--- src/rtl/pool_stream_kxk_if.sv ---
// Stream bundle for pool_stream_kxk: input pixel beats, pooled output beats and frame status.
interface pool_stream_kxk_if #(
    parameter int unsigned DATA_W = 8,
    parameter int unsigned LANES  = 4
);
    logic                      max_avg;
    logic                      in_valid;
    logic                      in_ready;
    logic [LANES*DATA_W-1:0]   in_data;
    logic                      out_valid;
    logic                      out_ready;
    logic [LANES*DATA_W-1:0]   out_data;
    logic                      out_last;
    logic                      frame_done;

    modport slave (
        input  max_avg, in_valid, in_data, out_ready,
        output in_ready, out_valid, out_data, out_last, frame_done
    );

    modport master (
        output max_avg, in_valid, in_data, out_ready,
        input  in_ready, out_valid, out_data, out_last, frame_done
    );
endinterface

--- src/rtl/pool_stream_kxk.sv ---
// Streaming KxK max/average pooling over raster-order frames, LANES channels per beat.
// K-1 line buffers plus a KxK window; one output register with valid/ready backpressure.
module pool_stream_kxk #(
    parameter int unsigned DATA_W = 8,
    parameter int unsigned LANES  = 4,
    parameter int unsigned W      = 32,
    parameter int unsigned H      = 32,
    parameter int unsigned K      = 2,
    parameter int unsigned S      = 2
) (
    input  logic               clk,
    input  logic               rst,
    pool_stream_kxk_if.slave   bus
);
    localparam int unsigned W_P      = (W - K) / S + 1;
    localparam int unsigned H_P      = (H - K) / S + 1;
    localparam int unsigned PIX_W    = LANES * DATA_W;
    localparam int unsigned COL_W    = $clog2(W);
    localparam int unsigned ROW_W    = $clog2(H);
    localparam int unsigned KK       = K * K;
    localparam int unsigned SUM_W    = DATA_W + $clog2(KK);
    localparam int unsigned LAST_COL = K - 1 + (W_P - 1) * S;
    localparam int unsigned LAST_ROW = K - 1 + (H_P - 1) * S;

    typedef enum logic [1:0] {IDLE, ACTIVE, DRAIN} state_t;

    state_t             state_q, state_d;
    logic [COL_W-1:0]   col_q, col_d;
    logic [ROW_W-1:0]   row_q, row_d;
    logic               mode_q, mode_d;
    logic               out_valid_q, out_valid_d;
    logic               out_last_q, out_last_d;
    logic               frame_done_q, frame_done_d;
    logic [PIX_W-1:0]   out_data_q, out_data_d;

    logic [PIX_W-1:0]   lb_q  [K-1][W];
    logic [PIX_W-1:0]   win_q [K][K-1];
    logic [PIX_W-1:0]   win_c [K][K];
    logic [PIX_W-1:0]   pool_c;

    logic in_ready_c, accept_c, out_hs_c, last_beat_c, emit_c, emit_last_c, mode_c;

    // Handshake and window-position decode for the beat currently offered.
    always_comb begin
        in_ready_c  = !rst && (state_q != DRAIN) && (!out_valid_q || bus.out_ready);
        accept_c    = bus.in_valid && in_ready_c;
        out_hs_c    = out_valid_q && bus.out_ready;
        last_beat_c = (32'(col_q) == W - 1) && (32'(row_q) == H - 1);
        mode_c      = (state_q == IDLE) ? bus.max_avg : mode_q;
        emit_c      = accept_c
                   && (32'(col_q) >= K - 1) && (32'(row_q) >= K - 1)
                   && ((32'(col_q) - (K - 1)) % S == 0)
                   && ((32'(row_q) - (K - 1)) % S == 0);
        emit_last_c = (32'(col_q) == LAST_COL) && (32'(row_q) == LAST_ROW);
    end

    // Full window: K-1 stored columns plus the new column (buffered rows on top, live pixel last).
    always_comb begin
        for (int r = 0; r < K; r++) begin
            for (int c = 0; c < K; c++) win_c[r][c] = '0;
            for (int c = 0; c < K - 1; c++) win_c[r][c] = win_q[r][c];
        end
        for (int r = 0; r < K - 1; r++) win_c[r][K-1] = lb_q[r][col_q];
        win_c[K-1][K-1] = bus.in_data;
    end

    always_comb begin : p_pool
        logic [DATA_W-1:0] px;
        logic [DATA_W-1:0] mx;
        logic [SUM_W-1:0]  sum;
        logic [SUM_W-1:0]  avg;
        pool_c = '0;
        px     = '0;
        mx     = '0;
        sum    = '0;
        avg    = '0;
        for (int l = 0; l < LANES; l++) begin
            mx  = '0;
            sum = '0;
            for (int r = 0; r < K; r++) begin
                for (int c = 0; c < K; c++) begin
                    px  = win_c[r][c][l*DATA_W +: DATA_W];
                    mx  = (px > mx) ? px : mx;
                    sum = sum + SUM_W'(px);
                end
            end
            // Round half up; the quotient never exceeds the largest pixel value.
            avg = (sum + SUM_W'(KK / 2)) / SUM_W'(KK);
            pool_c[l*DATA_W +: DATA_W] = mode_c ? mx : DATA_W'(avg);
        end
    end

    always_comb begin
        state_d      = state_q;
        col_d        = col_q;
        row_d        = row_q;
        mode_d       = mode_q;
        out_valid_d  = out_valid_q;
        out_data_d   = out_data_q;
        out_last_d   = out_last_q;
        frame_done_d = out_hs_c && out_last_q;

        if (accept_c) begin
            if (32'(col_q) == W - 1) begin
                col_d = '0;
                row_d = (32'(row_q) == H - 1) ? '0 : row_q + ROW_W'(1);
            end else begin
                col_d = col_q + COL_W'(1);
            end
        end

        unique case (state_q)
            IDLE: if (accept_c) begin
                mode_d  = bus.max_avg;
                state_d = last_beat_c ? DRAIN : ACTIVE;
            end
            ACTIVE: if (accept_c && last_beat_c) state_d = DRAIN;
            DRAIN:  if (!out_valid_q || bus.out_ready) state_d = IDLE;
            default: state_d = IDLE;
        endcase

        if (emit_c) begin
            out_valid_d = 1'b1;
            out_data_d  = pool_c;
            out_last_d  = emit_last_c;
        end else if (out_hs_c) begin
            out_valid_d = 1'b0;
            out_last_d  = 1'b0;
        end
    end

    always_ff @(posedge clk) begin
        if (rst) begin
            state_q      <= IDLE;
            col_q        <= '0;
            row_q        <= '0;
            mode_q       <= 1'b0;
            out_valid_q  <= 1'b0;
            out_data_q   <= '0;
            out_last_q   <= 1'b0;
            frame_done_q <= 1'b0;
            for (int j = 0; j < K - 1; j++)
                for (int i = 0; i < W; i++) lb_q[j][i] <= '0;
            for (int r = 0; r < K; r++)
                for (int c = 0; c < K - 1; c++) win_q[r][c] <= '0;
        end else begin
            state_q      <= state_d;
            col_q        <= col_d;
            row_q        <= row_d;
            mode_q       <= mode_d;
            out_valid_q  <= out_valid_d;
            out_data_q   <= out_data_d;
            out_last_q   <= out_last_d;
            frame_done_q <= frame_done_d;
            if (accept_c) begin
                // Each line buffer column shifts up one row; the live pixel enters the newest row.
                for (int j = 0; j < K - 2; j++) lb_q[j][col_q] <= lb_q[j+1][col_q];
                lb_q[K-2][col_q] <= bus.in_data;
                for (int r = 0; r < K; r++)
                    for (int c = 0; c < K - 1; c++) win_q[r][c] <= win_c[r][c+1];
            end
        end
    end

    assign bus.in_ready   = in_ready_c;
    assign bus.out_valid  = out_valid_q;
    assign bus.out_data   = out_data_q;
    assign bus.out_last   = out_last_q;
    assign bus.frame_done = frame_done_q;

endmodule

--- src/flat_wrapper.sv ---
// flat-port wrapper written by rule: the top's interface ports become plain ports
module pool_stream_kxk_flat 
#(
    parameter int unsigned DATA_W = 8,
    parameter int unsigned LANES  = 4,
    parameter int unsigned W      = 32,
    parameter int unsigned H      = 32,
    parameter int unsigned K      = 2,
    parameter int unsigned S      = 2
)
  (clk, rst, bus_max_avg, bus_in_valid, bus_in_data, bus_out_ready, bus_in_ready, bus_out_valid, bus_out_data, bus_out_last, bus_frame_done);
  pool_stream_kxk_if #(.DATA_W(DATA_W), .LANES(LANES)) bus_i ();
  input  logic clk;
  input  logic rst;
  input wire logic [$bits(bus_i.max_avg)-1:0] bus_max_avg;
  input wire logic [$bits(bus_i.in_valid)-1:0] bus_in_valid;
  input wire logic [$bits(bus_i.in_data)-1:0] bus_in_data;
  input wire logic [$bits(bus_i.out_ready)-1:0] bus_out_ready;
  output wire logic [$bits(bus_i.in_ready)-1:0] bus_in_ready;
  output wire logic [$bits(bus_i.out_valid)-1:0] bus_out_valid;
  output wire logic [$bits(bus_i.out_data)-1:0] bus_out_data;
  output wire logic [$bits(bus_i.out_last)-1:0] bus_out_last;
  output wire logic [$bits(bus_i.frame_done)-1:0] bus_frame_done;
  assign bus_i.max_avg = bus_max_avg;
  assign bus_i.in_valid = bus_in_valid;
  assign bus_i.in_data = bus_in_data;
  assign bus_i.out_ready = bus_out_ready;
  assign bus_in_ready = bus_i.in_ready;
  assign bus_out_valid = bus_i.out_valid;
  assign bus_out_data = bus_i.out_data;
  assign bus_out_last = bus_i.out_last;
  assign bus_frame_done = bus_i.frame_done;
  pool_stream_kxk #(.DATA_W(DATA_W), .LANES(LANES), .W(W), .H(H), .K(K), .S(S)) u_core (.clk(clk), .rst(rst), .bus(bus_i));
endmodule
--- config.mk ---
export PLATFORM = sky130hd
export DESIGN_NAME = pool_stream_kxk_flat
export DESIGN_NICKNAME = d
export VERILOG_FILES = /design/src/rtl/pool_stream_kxk_if.sv /design/src/rtl/pool_stream_kxk.sv /design/src/flat_wrapper.sv
export SDC_FILE = /design/constraint.sdc
export NUM_CORES = 2
export LEC_CHECK = 0
export CORE_ASPECT_RATIO = 1.1
export CORE_UTILIZATION = 41
export CTS_CLUSTER_DIAMETER = 60
export CTS_CLUSTER_SIZE = 12
export DETAILED_ROUTE_END_ITERATION = 10
export DONT_BUFFER_PORTS = 1
export PLACE_DENSITY = 0.52
export SLEW_MARGIN = 0
export SYNTH_ARGS = -nofsm -noshare
export SYNTH_HDL_FRONTEND = slang
export SYNTH_SLANG_ARGS = --single-unit
--- constraint.sdc ---
create_clock -name clk -period 8.1 [get_ports clk]
set_input_delay 1.62 -clock clk [delete_from_list [all_inputs] [get_ports clk]]
set_output_delay 1.62 -clock clk [all_outputs]
set_load 0.02 [all_outputs]
After elaboration in Yosys (flattened, before gate mapping)
Memory sizes are Yosys's and may differ from the RTL's.
Index checks and enable logic that the tools add are counted.

storage, ports and cells
  output and inout port bits = 36
  memory bits (writable) = 1088
  register bits after elaboration = 48
  memories = 2
  input port bits = 37

cells by class
  equality and inequality tests = 8
  add/sub/neg operators = 20
  muxes and demuxes = 46
  reduce and logical (&&, ||, !) cells = 23
  bitwise operators = 3
  order comparisons = 20

memory list
  memory        words  width  rd ports  clocked after memory_dff  wr ports  line                   source
  u_core.lb_q   1      1024   1         0                         32        pool_stream_kxk.sv:36  logic [PIX_W-1:0] lb_q [K-1][W];
  u_core.win_q  2      32     2         0                         2         pool_stream_kxk.sv:37  logic [PIX_W-1:0] win_q [K][K-1];

operators with widths
  kind                                                                                 count
  1024-bit 2-to-1 mux                                                                  3
  1024-bit OR reduction                                                                1
  32-bit binary-select mux with 5-bit select                                           1
  32-bit demux with 5-bit select                                                       1
  32-bit 2-to-1 mux                                                                    5
  8-bit 2-to-1 mux                                                                     20
  8-bit > comparator                                                                   12
  10-bit by 8-bit adder with 10-bit output                                             8
  32-bit logical NOT                                                                   2
  10-bit by 2-bit adder with 10-bit output, second input constant                      4
  8-bit by 8-bit adder with 9-bit output                                               4
  8-bit by 1-bit > comparator with 1-bit output, second input constant                 4
  1-bit logical AND                                                                    12
  5-bit by 1-bit adder with 5-bit output, second input constant                        2
  5-bit equality test, second input constant                                           2
  5-bit by 1-bit greater-or-equal comparator with 1-bit output, second input constant  2
  5-bit 2-to-1 mux                                                                     2
  1-bit 2-to-1 mux                                                                     9
  2-bit 2-to-1 mux                                                                     4
  6-bit greater-or-equal comparator, second input constant                             1
  6-bit by 1-bit less-than comparator with 1-bit output, second input constant         1
  2-bit by 1-bit != test with 1-bit output, second input constant                      3
  5-bit NOT with 6-bit output                                                          1
  2-bit case mux with 3 select lines                                                   1
  11 further kinds                                                                     15

Logic depth before layout (Yosys ltp)
  word-level depth = 11
  depth in mapped cells = 39
  mapped depth without buffers = 32

Worst setup path before layout
No wires, ideal clock.

  path kind = register to register
  start point = reg u_core.col_q[0]
  end point = reg u_core.out_data_q[12], in the netlist u_core.bus.out_data[12]
  path slack = 1.113 ns
  stages on the path, launching flop included = 34
  setup time = 0.120 ns
  required time = 7.980 ns
  clock period less this slack = 6.987 ns
  data arrival time = 6.867 ns
  cell sequence = dfxtp_1 -> buf_6 -> buf_6 -> buf_6 -> buf_2 -> mux4_2 -> a22oi_1 -> nand4_1 -> ha_1 -> and4b_1 -> a211o_1 -> a21oi_1 -> a31oi_2 -> clkbuf_1 -> o21ai_0 -> inv_1 -> ha_1 -> and4b_1 -> a2111oi_0 -> a31oi_1 -> a211o_1 -> o211a_1 -> buf_6 -> mux2i_1 -> ha_1 -> nor2b_1 -> o21a_1 -> o21a_1 -> o21ai_0 -> nand3b_1 -> nand2_1 -> clkbuf_1 -> a21oi_1 -> o31a_1

RTL lines
  item                    line                    source
  from (decl)             pool_stream_kxk.sv:28   logic [COL_W-1:0] col_q, col_d;
  from (signal assigned)  pool_stream_kxk.sv:148  col_q <= col_d;
  to (signal assigned)    pool_stream_kxk.sv:152  out_data_q <= out_data_d;
  to (decl)               pool_stream_kxk.sv:34   logic [PIX_W-1:0] out_data_q, out_data_d;

==> impl_metrics.csv <==
group,metric,value,unit
status,status,"complete, but fails checks",
status,violations,"slew limit",
critical_path,critical_path.max_fanout,19,
yosys,synth_nets,6645,
sta,slew_viol_final,1002,
sta,max_freq,0.133,GHz
die,rows,139,
die,core_area,131000,um^2
grt,antenna_found_initial,1,
sta,relSlewSlack,-4.68,
sta,worst_slew_pin_slew,8520,ps
place,pre_cts_ws,18.2,ps
yosys,synth_area,54400,um^2
die,start_util,0.415,
clocking,clk_latency,760,ps
sta,setup_viol,0,
critical_path,cp_num_buf_inv,2,
sta,skew,28.8,ps
yosys,synth_cells,6408,
die,ios,73,
critical_path,path_delay_family,"compound AO/OA/AOI/OAI gates",
yosys,synth_seq_cells,1136,
power,power.total,12.5,mW
detailed_routing,remaining_drc_errors,0,
power,p_leak,20.0,nW
yosys,synth_warnings,0,
die,dieHeight,384,um
critical_path,cp-start-kind,"flop",
clocking,cts_buffers,115,
critical_path,cp.required,8780,ps
layout,syn2layout_area_growth,9.63,%
clocking,cts_tree,"yes",
detailed_routing,vias,45100,
sta,period_share,0.931,
critical_path,critPathCaptureType,"flop",
sta,hold_violations,0,
die,die-area,134000,um^2
layout,diodes,0,
detailed_routing,via_per_inst,5.64,
critical_path,crit_arrival,8220,ps
grt,grt_pass1_wl,280000,um
critical_path,cpPeakStageDelay,550,ps
sta,rsz0062_at_grt,"no",
place,place_area,56000,um^2
clocking,cts.sinks,1136,
flow_run,maxCapViolCount,0,
power,p_per_area,210,nW/um^2
layout,regArea,23700,um^2
critical_path,path_common_cell,"ha_1",
layout,nets,6406,
grt,grt_util_all_layers,0.277,
layout,drive_gt1_frac,0.107,
detailed_routing,wl_per_cell,23.6,um
yosys,syn_avg_cell_area,8.48,um^2
place,hpwl,114000,um
yosys,ys_dominant_reg_cell,"dfxtp_1",
grt,grt_max_degree,1023,
yosys,synth_top_area_cell,"dfxtp_1",
worst_hold_path,hold_path_class,"flop to flop",
place,dp.cells,7803,
yosys,synth_edf_count,96,
critical_path,crit_path_top_delay_cell,"dfxtp_4",
layout,instances_no_fill,8001,
sta,tns,0,ps
detailed_routing,wl,189000,um
yosys,synth_top_cells_by_area,"dfxtp_1, nand2_1, a21oi_1",
power,vdd_drop_max,0.180,mV
detailed_routing,dr.pass1.iters,6,
die,die_w,349,um
clocking,clkTransAtPathRegs,60,ps
layout,n_fill_cell,12700,
yosys,ys_async_sr_fraction,0,
place,gp_congestion,0.866,
grt,overflow,0,
clocking,clockRootBuffer,"clkbuf_16",
detailed_routing,ant_nets,0,
critical_path,criticalPathCategory,"flop to flop",
clocking,clockBufferDepth,3,
yosys,yosysTopAreaCellShare,0.383,
grt,grt_pass1_vias,42700,
layout,design_area,59600,um^2
sta,period_minus_slack,7540,ps
layout,multiInputGateArea,27900,um^2
place,numPortBuffers,0,
clocking,htreeDepth,3,
detailed_routing,drt_iter0_markers,4832,
yosys,yosysUniqueCellTypes,91,
sta,setup_slack,562,ps
yosys,ys_seq_area_frac,0.436,
==> logic make-up (layout without fill, tap and decap cells) <==
logic type                 after synthesis  count (layout)  share of synthesized area
adders and majority gates              200             200                     0.0504
AOI/OAI and AO/OA                     1452            1452                      0.148
DFF                                   1136            1136                      0.436
buffers and inverters                  749             580                     0.0577
and+or+nand+nor                       2491            2491                      0.185
muxes                                  331             331                      0.115
xor gates and xnor gates                49              49                    0.00789
==> tightest hold or removal path: stages (launching register included) <==
cell	delay (ps)
dfxtp_1	310
nand2_1	50
a21oi_1	50
==> cell usage after synthesis (29+ instances only) <==
library cell  count
edfxtp_1         96
buf_2            41
mux4_2          230
a21oi_1        1108
dfxtp_1        1040
fa_1             32
o21ai_0          64
buf_4            29
nand4_1          40
xnor2_1          33
a22oi_1         109
ha_1            168
nor2_1          168
nand2_1        2071
nor3_1           32
inv_1           206
and2_1           62
clkbuf_1        425
mux2i_1          82
==> metal layers <==
layer / vias to the layer above / share of wire / global-route usage
met2: 1670 / 0.47 / 0.454
met3: 258 / 0.081 / 0.0503
li1: 21200 / - / -
met5: - / 0 / 0
met1: 22000 / 0.43 / 0.372
met4: 0 / 0.024 / 0.0775
==> report_power, final <==
part           internal (mW)  leakage (nW)  switching [mW]  total [mW]
clock                   2.76          1.67            2.34        5.10
sequential              5.71          9.38          0.0326        5.74
combinational          0.724          8.95           0.955        1.68
==> repair_timing <==
item | CTS | global route
endpoints found under the hold margin | 0 | 0
hold buffers | 0 | 0
setup endpoints to repair | 1 | 16
resized for setup | 0 | 5
pin swaps | 0 | 2
buffers inserted | 1 | 10
==> final timing paths <==
path / from / endpoint / slack, ps / cells after the start
worst max register to register: u_core.col_q[1] / u_core.bus.out_data[11] / 560 / 28
worst max-delay path: u_core.col_q[1] / u_core.bus.out_data[11] / 560 / 28
worst min-delay path: u_core.lb_q[0][868] / u_core.lb_q[0][868] / 450 / 2
worst min register to register: u_core.lb_q[0][868] / u_core.lb_q[0][868] / 450 / 2
==> final cells by class <==
| cell class | instances | area share |
|---|---|---|
| sequential | 1136 | 0.398 |
| clock buffer | 163 | 0.0535 |
| multi-input combinational | 4523 | 0.468 |
| inverter | 207 | 0.0130 |
| tap | 1762 | 0.0370 |
| timing repair buffer | 186 | 0.0266 |
| clock inverter | 24 | 0.00386 |
==> through the flow <==
stage          utilization  hold slack, ps
2_1_floorplan            -             433
3_3_place_gp         0.428             438
3_5_place_dp         0.428             443
4_1_cts              0.454             451
5_1_grt              0.455             464
6_report             0.455             451
==> state kept, by name (all words and copies together) (netlist names) <==
register	cells
u_core.row_q	5
u_core.lb_q	1024
u_core.bus.out_valid	1
u_core.win_q	64
u_core.bus.out_last	1
u_core.bus.out_data	32
u_core.bus.frame_done	1
u_core.col_q	5
u_core.state_q	2
u_core.mode_q	1
==> layout by cell type, fill, tap and decap left out, types with 27 or more instances in the layout <==
master	synthesis	routed
a21oi_1	1108	1108
fa_1	32	32
buf_4	29	170
a22oi_1	109	109
ha_1	168	168
nand4_1	40	40
mux4_2	230	230
nand3_1	27	27
and2_1	62	62
clkbuf_1	425	37
xnor2_1	33	33
dfxtp_1	1040	1038
edfxtp_1	96	96
nand2_1	2071	2061
nor2_1	168	133
inv_1	206	206
o21ai_0	64	63
nor3_1	32	29
clkbuf_16	0	117
mux2i_1	82	81
nor2_4	0	35
Note: power is estimated with default switching activity, not from simulation.
